<file path="src/rtl/spi_sram_responder.sv">
// SPI mode-0 target emulating a 16-bit-address serial SRAM (READ 0x03 / WRITE 0x02) in front of a strobe memory port.
// Build option: define SPI_RESP_SEQ_EN for sequential burst reads/writes; otherwise one data byte per frame.
module spi_sram_responder #(
    parameter int SYNC_STAGES = 2,
    parameter int ADDR_W      = 16
) (
    input  logic              clk,
    input  logic              rst,
    input  logic              sclk,
    input  logic              cs,
    input  logic              mosi,
    output logic              miso,
    output logic              miso_oe,
    output logic [ADDR_W-1:0] mem_addr,
    output logic [7:0]        mem_wdata,
    output logic              mem_we,
    output logic              mem_re,
    input  logic [7:0]        mem_rdata,
    output logic              busy,
    output logic              cmd_err,
    output logic [2:0]        dbg_state_o
);

    localparam int CNT_W = $clog2((ADDR_W > 8) ? ADDR_W : 8);

    typedef enum logic [2:0] {
        IDLE       = 3'd0,
        CMD        = 3'd1,
        ADDR       = 3'd2,
        READ_FETCH = 3'd3,
        READ_LOAD  = 3'd4,
        READ_DATA  = 3'd5,
        WRITE_DATA = 3'd6,
        IGNORE     = 3'd7
    } state_t;

    logic [SYNC_STAGES-1:0] sclk_sync_q;
    logic [SYNC_STAGES-1:0] cs_sync_q;
    logic [SYNC_STAGES-1:0] mosi_sync_q;
    logic                   sclk_prev_q;

    state_t                 state_q;
    logic [CNT_W-1:0]       cnt_q;
    logic [7:0]             shift_q;
    logic [ADDR_W-1:0]      addr_q;
    logic                   is_read_q;
    logic                   miso_q;
    logic                   miso_oe_q;
    logic [ADDR_W-1:0]      mem_addr_q;
    logic [7:0]             mem_wdata_q;
    logic                   mem_we_q;
    logic                   mem_re_q;
    logic                   cmd_err_q;

    logic                   sclk_s;
    logic                   cs_s;
    logic                   mosi_s;
    logic                   rise;
    logic                   fall;
    logic [7:0]             byte_d;
    logic [ADDR_W-1:0]      addr_shift_d;
    logic [ADDR_W-1:0]      addr_inc_d;
    logic                   last_bit;

    // cs synchronizer resets to the deasserted level so busy is 0 in reset.
    always_ff @(posedge clk) begin
        if (rst) begin
            sclk_sync_q <= '0;
            cs_sync_q   <= '1;
            mosi_sync_q <= '0;
            sclk_prev_q <= 1'b0;
        end else begin
            sclk_sync_q <= {sclk_sync_q[SYNC_STAGES-2:0], sclk};
            cs_sync_q   <= {cs_sync_q[SYNC_STAGES-2:0], cs};
            mosi_sync_q <= {mosi_sync_q[SYNC_STAGES-2:0], mosi};
            sclk_prev_q <= sclk_s;
        end
    end

    assign sclk_s       = sclk_sync_q[SYNC_STAGES-1];
    assign cs_s         = cs_sync_q[SYNC_STAGES-1];
    assign mosi_s       = mosi_sync_q[SYNC_STAGES-1];
    assign rise         = sclk_s & ~sclk_prev_q;
    assign fall         = ~sclk_s & sclk_prev_q;
    assign byte_d       = {shift_q[6:0], mosi_s};
    assign addr_shift_d = {addr_q[ADDR_W-2:0], mosi_s};
    assign addr_inc_d   = addr_q + ADDR_W'(1);
    assign last_bit     = (cnt_q == '0);

    always_ff @(posedge clk) begin
        if (rst) begin
            state_q     <= IDLE;
            cnt_q       <= '0;
            shift_q     <= '0;
            addr_q      <= '0;
            is_read_q   <= 1'b0;
            miso_q      <= 1'b0;
            miso_oe_q   <= 1'b0;
            mem_addr_q  <= '0;
            mem_wdata_q <= '0;
            mem_we_q    <= 1'b0;
            mem_re_q    <= 1'b0;
            cmd_err_q   <= 1'b0;
        end else begin
            mem_we_q  <= 1'b0;
            mem_re_q  <= 1'b0;
            cmd_err_q <= 1'b0;
            if (cs_s) begin
                state_q   <= IDLE;
                cnt_q     <= '0;
                miso_q    <= 1'b0;
                miso_oe_q <= 1'b0;
            end else begin
                case (state_q)
                    IDLE: begin
                        state_q <= CMD;
                        cnt_q   <= CNT_W'(7);
                        shift_q <= '0;
                    end
                    CMD: begin
                        if (rise) begin
                            shift_q <= byte_d;
                            cnt_q   <= cnt_q - CNT_W'(1);
                            if (last_bit) begin
                                if (byte_d == 8'h02 || byte_d == 8'h03) begin
                                    is_read_q <= byte_d[0];
                                    cnt_q     <= CNT_W'(ADDR_W - 1);
                                    state_q   <= ADDR;
                                end else begin
                                    cmd_err_q <= 1'b1;
                                    state_q   <= IGNORE;
                                end
                            end
                        end
                    end
                    ADDR: begin
                        if (rise) begin
                            addr_q <= addr_shift_d;
                            cnt_q  <= cnt_q - CNT_W'(1);
                            if (last_bit) begin
                                cnt_q <= CNT_W'(7);
                                if (is_read_q) begin
                                    mem_re_q   <= 1'b1;
                                    mem_addr_q <= addr_shift_d;
                                    state_q    <= READ_FETCH;
                                end else begin
                                    state_q <= WRITE_DATA;
                                end
                            end
                        end
                    end
                    // mem_re is high during READ_FETCH; mem_rdata is valid during READ_LOAD.
                    READ_FETCH: state_q <= READ_LOAD;
                    READ_LOAD: begin
                        shift_q   <= mem_rdata;
                        miso_q    <= mem_rdata[7];
                        miso_oe_q <= 1'b1;
                        cnt_q     <= CNT_W'(7);
                        state_q   <= READ_DATA;
                    end
                    READ_DATA: begin
                        if (rise) begin
                            cnt_q <= cnt_q - CNT_W'(1);
                            if (last_bit) begin
`ifdef SPI_RESP_SEQ_EN
                                addr_q     <= addr_inc_d;
                                mem_re_q   <= 1'b1;
                                mem_addr_q <= addr_inc_d;
                                state_q    <= READ_FETCH;
`else
                                miso_q    <= 1'b0;
                                miso_oe_q <= 1'b0;
                                state_q   <= IGNORE;
`endif
                            end
                        end else if (fall && cnt_q != CNT_W'(7)) begin
                            // The fall preceding the first rise of a byte must keep bit 7 on the pin.
                            shift_q <= {shift_q[6:0], 1'b0};
                            miso_q  <= shift_q[6];
                        end
                    end
                    WRITE_DATA: begin
                        if (rise) begin
                            shift_q <= byte_d;
                            cnt_q   <= cnt_q - CNT_W'(1);
                            if (last_bit) begin
                                mem_we_q    <= 1'b1;
                                mem_wdata_q <= byte_d;
                                mem_addr_q  <= addr_q;
`ifdef SPI_RESP_SEQ_EN
                                addr_q  <= addr_inc_d;
                                cnt_q   <= CNT_W'(7);
`else
                                state_q <= IGNORE;
`endif
                            end
                        end
                    end
                    IGNORE: begin
                        miso_q    <= 1'b0;
                        miso_oe_q <= 1'b0;
                    end
                    default: state_q <= IDLE;
                endcase
            end
        end
    end

    assign miso        = miso_q & miso_oe_q;
    assign miso_oe     = miso_oe_q;
    assign mem_addr    = mem_addr_q;
    assign mem_wdata   = mem_wdata_q;
    assign mem_we      = mem_we_q;
    assign mem_re      = mem_re_q;
    assign cmd_err     = cmd_err_q;
    assign busy        = ~cs_s;
    assign dbg_state_o = state_q;

endmodule

</file>
<file path="config.mk">
export PLATFORM = sky130hd
export DESIGN_NAME = spi_sram_responder
export DESIGN_NICKNAME = d
export VERILOG_FILES = /design/src/rtl/spi_sram_responder.sv
export SDC_FILE = /design/constraint.sdc
export NUM_CORES = 1
export LEC_CHECK = 0
export CAP_MARGIN = 25
export CELL_PAD_IN_SITES_DETAIL_PLACEMENT = 0
export CELL_PAD_IN_SITES_GLOBAL_PLACEMENT = 2
export CORE_ASPECT_RATIO = 1.4
export CORE_MARGIN = 3
export CORE_UTILIZATION = 34
export CTS_CLUSTER_DIAMETER = 80
export CTS_CLUSTER_SIZE = 12
export DETAILED_ROUTE_END_ITERATION = 8
export PLACE_DENSITY_LB_ADDON = 0.1
export REMOVE_ABC_BUFFERS = 1
export SLEW_MARGIN = 5
export SYNTH_ARGS = -nofsm -noshare
export SYNTH_HDL_FRONTEND = slang
export SYNTH_SLANG_ARGS = --single-unit
</file>
<file path="constraint.sdc">
create_clock -name clk -period 3.5 [get_ports clk]
set_clock_uncertainty 0.1 [all_clocks]
set_input_delay 0.875 -clock clk [delete_from_list [all_inputs] [get_ports clk]]
set_output_delay 0.875 -clock clk [all_outputs]
set_load 0.005 [all_outputs]
</file>
After elaboration in Yosys (flattened, before gate mapping):

Cells that the tools add are included.

* output and inout port bits: 33
* memory bits (read-only): 0
* memory bits (writable): 0
* word-level logic and storage cells: 114
* bits in registers: 67
* latch bits: 0
* memories kept: 0
* input bits: 13

* bitwise gates (word level): 11
* multiplexer cells: 35
* shift-type cells: 0
* magnitude comparators: 0
* $add $sub $neg: 1
* reduce and logical (&&, ||, !) cells: 25
* eq/ne operators: 26
* divide/modulo/power cells: 0
* $mul: 0

Operator list (number)
* 16-bit two-way mux: 5
* 16-bit one-hot mux with 2 select lines: 1
* 7-bit one-hot mux with 4 select lines: 1
* 3-bit two-way mux: 8
* 4-bit two-way mux: 6
* 2-bit inequality test, second input constant: 11
* 7-bit two-way mux: 3
* 3-bit one-hot mux with 6 select lines: 1
* 8-bit by 2-bit == test with 1-bit output, second input constant: 2
* 4-bit one-hot mux with 4 select lines: 1
* 7-bit AND reduction: 2
* 3-bit == test, second input constant: 4
* 5-bit AND reduction: 2
* 5-bit OR reduction: 2
* 3-bit AND reduction: 3
* 1-bit NOT: 8
* 4-bit AND reduction: 2
* 4-bit nonzero test: 2
* 2-bit OR reduction: 4
* 1-bit two-way mux: 7
* 3-bit by 2-bit == test with 1-bit output, second input constant: 2
* 2-bit by 1-bit inequality test with 1-bit output, second input constant: 3
* 3-bit inequality test, second input constant: 2
* 1-bit one-hot mux with 3 select lines: 2
* other kinds (12): 14

Logic depth before layout (Yosys ltp):

Gate-level depths: netlist (run 1).

* depth in word-level cells: 6
* gate-level depth with buffers: 8
* depth with buffers taken out: 7

Least setup slack after synthesis (run 1):

Ideal clock, no wire load.

* kind: reg-to-reg
* from: reg cnt_q[0]
* to: reg mem_addr_q[10], in the netlist mem_addr[10]
* required time: 3.314 ns
* setup slack: 1.667 ns
* path buffers: 1
* data arrival time: 1.648 ns
* setup time: 0.086 ns
* cell stages (with the launch flop): 9
* cells stage by stage: dfxtp_1 -> inv_1 -> ha_1 -> nor3b_2 -> nand2_2 -> nor4_4 -> buf_2 -> nor2_1 -> a211oi_1

* longest elaborated chain between the ends: 3
* elaborated cells on any way between the ends: 4
* classes of those cells: eq/ne: 2; reduce/logical: 2

Ends and longest elaborated chain
* start, declared: RTL line 43 `logic [CNT_W-1:0] cnt_q;`
* start signal, assigned: RTL line 123 `cnt_q <= cnt_q - CNT_W'(1);`
* start signal, assigned: RTL line 127 `cnt_q <= CNT_W'(ADDR_W - 1);`
* start signal, assigned: RTL line 139 `cnt_q <= cnt_q - CNT_W'(1);`
* 4-bit zero test (*): RTL line 88 `assign last_bit = (cnt_q == '0);`
* 2-bit inequality test (no line)
* 7-bit AND reduction (no line) (*)
* end signal, assigned: RTL line 144 `mem_addr_q <= addr_shift_d;`
* end signal, assigned: RTL line 189 `mem_addr_q <= addr_q;`
* end, declared: RTL line 49 `logic [ADDR_W-1:0] mem_addr_q;`

Mark *: on every way between the ends. The rest lies on a longest branch, timed or not.
A chain may end at the register's enable or synchronous reset.

Final worst setup path (run 1):

* from: reg state_q[2], in the netlist dbg_state_o[2]
* to: out dbg_state_o[2]

RTL lines
* start, declared: RTL line 42 `state_t state_q;`
* start signal, assigned: RTL line 92 `state_q <= IDLE;`
* start signal, assigned: RTL line 109 `state_q <= IDLE;`
* start signal, assigned: RTL line 116 `state_q <= CMD;`
* end, declared: RTL line 21 `output logic [2:0] dbg_state_o`

No word-level cell between the ends.

==> impl_metrics.toml, run 1 <==
[global_routing]
grtUsageMet3 = 0.0363
grt_pass1_vias = 2372
busiest_layer = "met2"
grt_util_all_layers = 0.153
overflow = 0
use_met1 = 0.181
grt_first_pass_wirelength_um = 11800
met2_usage = 0.258
grt_max_degree = 33
antenna_found_initial = 0

[sta]
hold_viol = 0
maxSlewHeadroom = 0.562
grt_setup_unrepaired = "false"
max_freq_ghz = 0.388
period_share = 0.736
fin_tns_setup_ps = 0
tightest_slew_ps = 655
setup_viol = 0
drv_slew = 0
fin_crit_ps = 2570

[power_and_ir_drop]
switching_share = 0.204
p_sw_uw = 355
seqPwrFrac = 0.450
clockPowerShare = 0.514
p_leak_uw = 0.00141
ir_drop_v = 0.000253
p_int_uw = 1390
power_density_nw_per_um2 = 464
pwr-share-comb = 0.037

[finish]
areaGrowthSynthToFinish_pct = 27.8
layout-drive-gt1-share = 0.0836
antenna_cells = 0
instances_no_fill = 485
fill_cells = 876
num-nets-final = 394
multi_input_area_um2 = 1460
seqCellArea_um2 = 1340

[hold_path]
worstHoldPathType = "reg -> reg"

[drt]
firstDrtPassIters = 4
first_iter_violations = 112
vias = 2455
drcViolationCount = 0
viasPerCell = 5.06
wirelength_um = 7060
wl_per_cell_um = 14.6
antenna_left = 0

[synthesis]
synthFlopType = "dfxtp_1"
synth_edf_count = 0
syn_avg_cell_area_um2 = 8.68
yosys_warnings = 0
ys_ff_latch = 67
synthDistinctLibCells = 43
async_flop_share = 0
synthesis.area_um2 = 2940
syn_inst = 338
ys_seq_area_frac = 0.457

[floorplan]
core_area_um2 = 8300
io_pins = 46
die_h_um = 116
rows = 39
initial_core_util = 0.354
die_w_um = 84.5
dieArea_um2 = 9800

[critical_path]
cp_cell_sequence = "clkdlybuf4s50_1"
end_kind = "output pin"
cp_slowest_stage_delay_ps = 660
cp_top_family = "flip-flops"
worstSetupPathType = "reg -> out"
required_ps = 2520
cp_slowest_cell = "dfxtp_1"
cp.arrival_ps = 1600
worstSetupStartpointType = "flip-flop"
critical_path.max_fanout = 16
path_buf_inv = 1

[place]
place_congestion = 0.736
port_buffers = 45
detailed_place_hpwl_um = 4790
dp_cells = 470

[cts]
clock-root-buffer = "clkbuf_16"
htreeDepth = 3
cts_inserted_buffers = 9
hold_buffers = 0
cts_sinks = 67
postCtsSetupRepairBufs = 0
insertion_delay_ps = 330
cts.clk_slew.worst_paths_ps = 50
clk_path_buf_depth = 2
ctsResizeCount = 0
cts_tree = "built"

[outcome]
status = "complete, no violations"

[job]
maxCapViolCount = 0
==> stage by stage <==
stage | area, um2 | setup WS [ps] | total power [uW] | hold slack (ps) | util
3_3_place_gp | 3460 | 1160 | 865 | 323 | 0.417
4_1_cts | 3750 | 922 | 1770 | 337 | 0.452
3_5_place_dp | 3460 | 1100 | 865 | 324 | 0.417
6_report | 3750 | 925 | 1740 | 332 | 0.452
5_1_grt | 3750 | 878 | 1810 | 360 | 0.452
2_1_floorplan | 2830 | 974 | 827 | 289 | -
==> cell type report <==
type | count | share of cell area
flip-flops and latches | 67 | 0.358
clock buffers | 13 | 0.0694
repair buffers | 52 | 0.133
clock inverters | 2 | 0.00934
multi-input cells | 242 | 0.390
well taps | 102 | 0.0340
inverters | 7 | 0.00700
==> worst paths after layout <==
| path | slack (ps) | start | cells past startpoint | end |
|---|---|---|---|---|
| worst max-delay path | 930 | dbg_state_o[2]$_SDFFE_PP0P_ | 1 | dbg_state_o[2] |
| worst min-delay path | 330 | mosi_sync_q[0]$_SDFF_PP0_ | 1 | mosi_sync_q[1]$_SDFF_PP0_ |
| worst max register to register | 1090 | dbg_state_o[2]$_SDFFE_PP0P_ | 6 | mem_wdata[3]$_SDFFE_PP0P_ |
| worst min register to register | 330 | mosi_sync_q[0]$_SDFF_PP0_ | 1 | mosi_sync_q[1]$_SDFF_PP0_ |
==> power groups by stage <==
stage          registers [uW]  clock network, uW  logic, uW
6_report                  783                895       63.9
5_1_grt                   784                955       70.9
4_1_cts                   783                925       65.5
3_5_place_dp              799                  0       65.4
3_3_place_gp              799                  0       65.3
2_1_floorplan             796                  0       30.8
==> cells in the final DEF (no fill, tap or decap), drive strengths merged, types with 2 or more instances in the layout <==
master / count
inv: 7
ha: 2
nand2b: 6
nand3: 4
a21oi: 33
dfxtp: 67
nor3: 4
nor2: 52
o21ai: 8
nor4b: 2
buf: 8
nand2: 35
o21bai: 2
nor2b: 9
a31oi: 3
mux2i: 31
nor4: 3
or2: 7
clkbuf: 13
nand3b: 2
clkdlybuf4s50: 44
nor3b: 2
a211oi: 25
==> cells by family (layout without fill, tap and decap cells) <==
family / count (synthesis) / after routing / synth area share
and+or+nand+nor: 131 / 131 / 0.218
AOI/OAI and AO/OA: 78 / 78 / 0.166
DFF: 67 / 67 / 0.457
muxes: 31 / 31 / 0.106
buffers and inverters: 29 / 74 / 0.0448
adders and majority gates: 2 / 2 / 0.00852
==> registers in the layout, summed over array words and instances (netlist names), 2 cells and up <==
signal,count
cs_sync_q,2
mem_addr,16
mem_wdata,8
addr_q,16
dbg_state_o,3
cnt_q,4
mosi_sync_q,2
shift_q,7
sclk_sync_q,2
==> routing by layer <==
layer | part of all wire | up-vias
met4 | 0.023 | 0
met3 | 0.032 | 13
met1 | 0.45 | 1137
met5 | 0 | -
li1 | - | 1268
met2 | 0.49 | 37
==> cells in the mapped netlist (all sizes together) (3+ instances only) <==
master,count,area share
dfxtp,67,0.46
nor2,52,0.066
nand2,35,0.046
a21oi,33,0.056
mux2i,31,0.11
a211oi,25,0.064
clkbuf,14,0.018
nor2b,9,0.019
buf,8,0.018
o21ai,8,0.014
inv,7,0.0089
or2,7,0.015
nand2b,6,0.015
nand3,4,0.0068
nor3,4,0.0068
a31oi,3,0.0064
nor4,3,0.014
Note: power is estimated with default switching activity, not from simulation.
==> run 2, diff against run 1 <==
--- a/config.mk
+++ b/config.mk
@@ -10,7 +10,7 @@
 export CELL_PAD_IN_SITES_GLOBAL_PLACEMENT = 2
 export CORE_ASPECT_RATIO = 1.4
 export CORE_MARGIN = 3
-export CORE_UTILIZATION = 34
+export CORE_UTILIZATION = 32
 export CTS_CLUSTER_DIAMETER = 80
 export CTS_CLUSTER_SIZE = 12
 export DETAILED_ROUTE_END_ITERATION = 8
==> constraint.sdc (replaced) <==
create_clock -name clk -period 2.5 [get_ports clk]
set_clock_uncertainty 0.1 [all_clocks]
set_input_delay 0.625 -clock clk [delete_from_list [all_inputs] [get_ports clk]]
set_output_delay 0.625 -clock clk [all_outputs]
set_load 0.005 [all_outputs]
==> run 2 against run 1 <==
Compared with the run above:
- sequential share of layout area is 0.25 points lower
- cell area is 0.70% higher
- clock power is 41% higher
- clock-buffer cell count stayed put
- flip-flop and latch count stayed put
==> impl_metrics.toml, run 2 (synthesized netlist as in run 1, its figures left out) <==
[sta]
max_freq_ghz = 0.439
maxSlewHeadroom = 0.637
finalWorstSetupSlack_ps = 221
hold_viol = 0
setup_viol = 0
fin_crit_ps = 2280
period_share = 0.912
drv_slew = 0
grt_setup_unrepaired = "false"
tightest_slew_ps = 544

[drt]
antenna_left = 0
first_iter_violations = 83
wirelength_um = 7100
wl_per_cell_um = 14.5
firstDrtPassIters = 4
vias = 2449
drcViolationCount = 0
viasPerCell = 4.99

[finish]
instances_no_fill = 491
num-nets-final = 397
layout-drive-gt1-share = 0.0907
final_cell_mix = "dfxtp_1 (67), nor2_1 (52), clkdlybuf4s50_1 (44), nand2_1 (34), a21oi_1 (33)"
areaGrowthSynthToFinish_pct = 28.7
layout_commonest_cell = "dfxtp_1"
antenna_cells = 0
fin_util = 0.431

[critical_path]
cp_slowest_cell = "dfxtp_1"
path_buf_inv = 1
cp_slowest_stage_delay_ps = 630
end_kind = "output pin"
critical_path.max_fanout = 15
required_ps = 1770
worstSetupPathType = "reg -> out"
cp_top_family = "flip-flops"
cp_cell_sequence = "clkdlybuf4s50_1"
cp.arrival_ps = 1550
worstSetupStartpointType = "flip-flop"

[place]
pre_cts_ws_ps = 346
dp_cells = 476
detailed_place_hpwl_um = 4820
port_buffers = 45
place_congestion = 0.751

[global_routing]
antenna_found_initial = 0
grt_util_all_layers = 0.150
overflow = 0
grt_pass1_vias = 2381
grt_max_degree = 40
grt_first_pass_wirelength_um = 11900

[floorplan]
rows = 40
initial_core_util = 0.335
die_h_um = 119
dieArea_um2 = 10400
die_w_um = 86.9
io_pins = 46
core_area_um2 = 8760

[cts]
cts_sinks = 67
cts_tree = "built"
hold_buffers = 0
clk_path_buf_depth = 2
ctsResizeCount = 0
htreeDepth = 3
postCtsSetupRepairBufs = 0
cts_inserted_buffers = 9
clock-root-buffer = "clkbuf_16"
cts.clk_slew.worst_paths_ps = 50
insertion_delay_ps = 330

[outcome]
status = "complete, no violations"

[power_and_ir_drop]
ir_drop_v = 0.000355
total_power_uw = 2450
power_density_nw_per_um2 = 648
p_leak_uw = 0.00142

[job]
maxCapViolCount = 0

[hold_path]
worstHoldPathType = "reg -> reg"
-- run 2: changes by cell type in the layout (fill, tap and decap cells not counted) --
cell and delta:
buf_4 +3
-- run 2: cell type report --
class,count,area [um2]
repair buffers,55,520
clock buffers,13,260
clock inverters,2,35.0
fillers,856,4980
multi-input cells,242,1460
well taps,105,131
flip-flops and latches,67,1340
inverters,7,26.3
-- run 2: through the flow --
step / hold slack [ps] / cell area [um2] / TNS [ps]
global route: 321 / 3780 / 0
detailed placement: 300 / 3480 / 0
global placement: 297 / 3480 / 0
CTS: 316 / 3780 / 0
finish: 309 / 3780 / 0
floorplan: 289 / 2830 / -208
-- run 2: path summary, 6_finish.rpt --
| kind | from | end | slack (ps) | cells past startpoint |
|---|---|---|---|---|
| worst max register to register | cnt_q[0]$_SDFFE_PP0P_ | mem_wdata[1]$_SDFFE_PP0P_ | 330 | 7 |
| worst min-delay path | cs_sync_q[0]$_SDFF_PP1_ | cs_sync_q[1]$_SDFF_PP1_ | 310 | 1 |
| worst max-delay path | dbg_state_o[1]$_SDFFE_PP0P_ | dbg_state_o[1] | 220 | 1 |
| worst min register to register | cs_sync_q[0]$_SDFF_PP1_ | cs_sync_q[1]$_SDFF_PP1_ | 310 | 1 |
-- run 2: power by group --
| group | internal (uW) | total (uW) | switching [uW] | leakage (uW) |
|---|---|---|---|---|
| combinational | 41.9 | 90.7 | 48.8 | 0.000734 |
| sequential | 1080 | 1100 | 14.4 | 0.000542 |
| clock | 819 | 1260 | 442 | 0.000146 |
-- run 2: per-layer routing --
metal / global-route usage / routed length (um)
met3: 0.0367 / 251
met4: 0.0877 / 190
met1: 0.178 / 3120
met2: 0.240 / 3540
met5: 0 / 0
==> run 3, diff against run 2 <==
--- a/config.mk
+++ b/config.mk
@@ -14,6 +14,7 @@
 export CTS_CLUSTER_DIAMETER = 80
 export CTS_CLUSTER_SIZE = 12
 export DETAILED_ROUTE_END_ITERATION = 8
+export HOLD_SLACK_MARGIN = 0.1
 export PLACE_DENSITY_LB_ADDON = 0.1
 export REMOVE_ABC_BUFFERS = 1
 export SLEW_MARGIN = 5
==> results of run 3 <==
No change in the layout: final DEF, timing and power equal those of run 2.
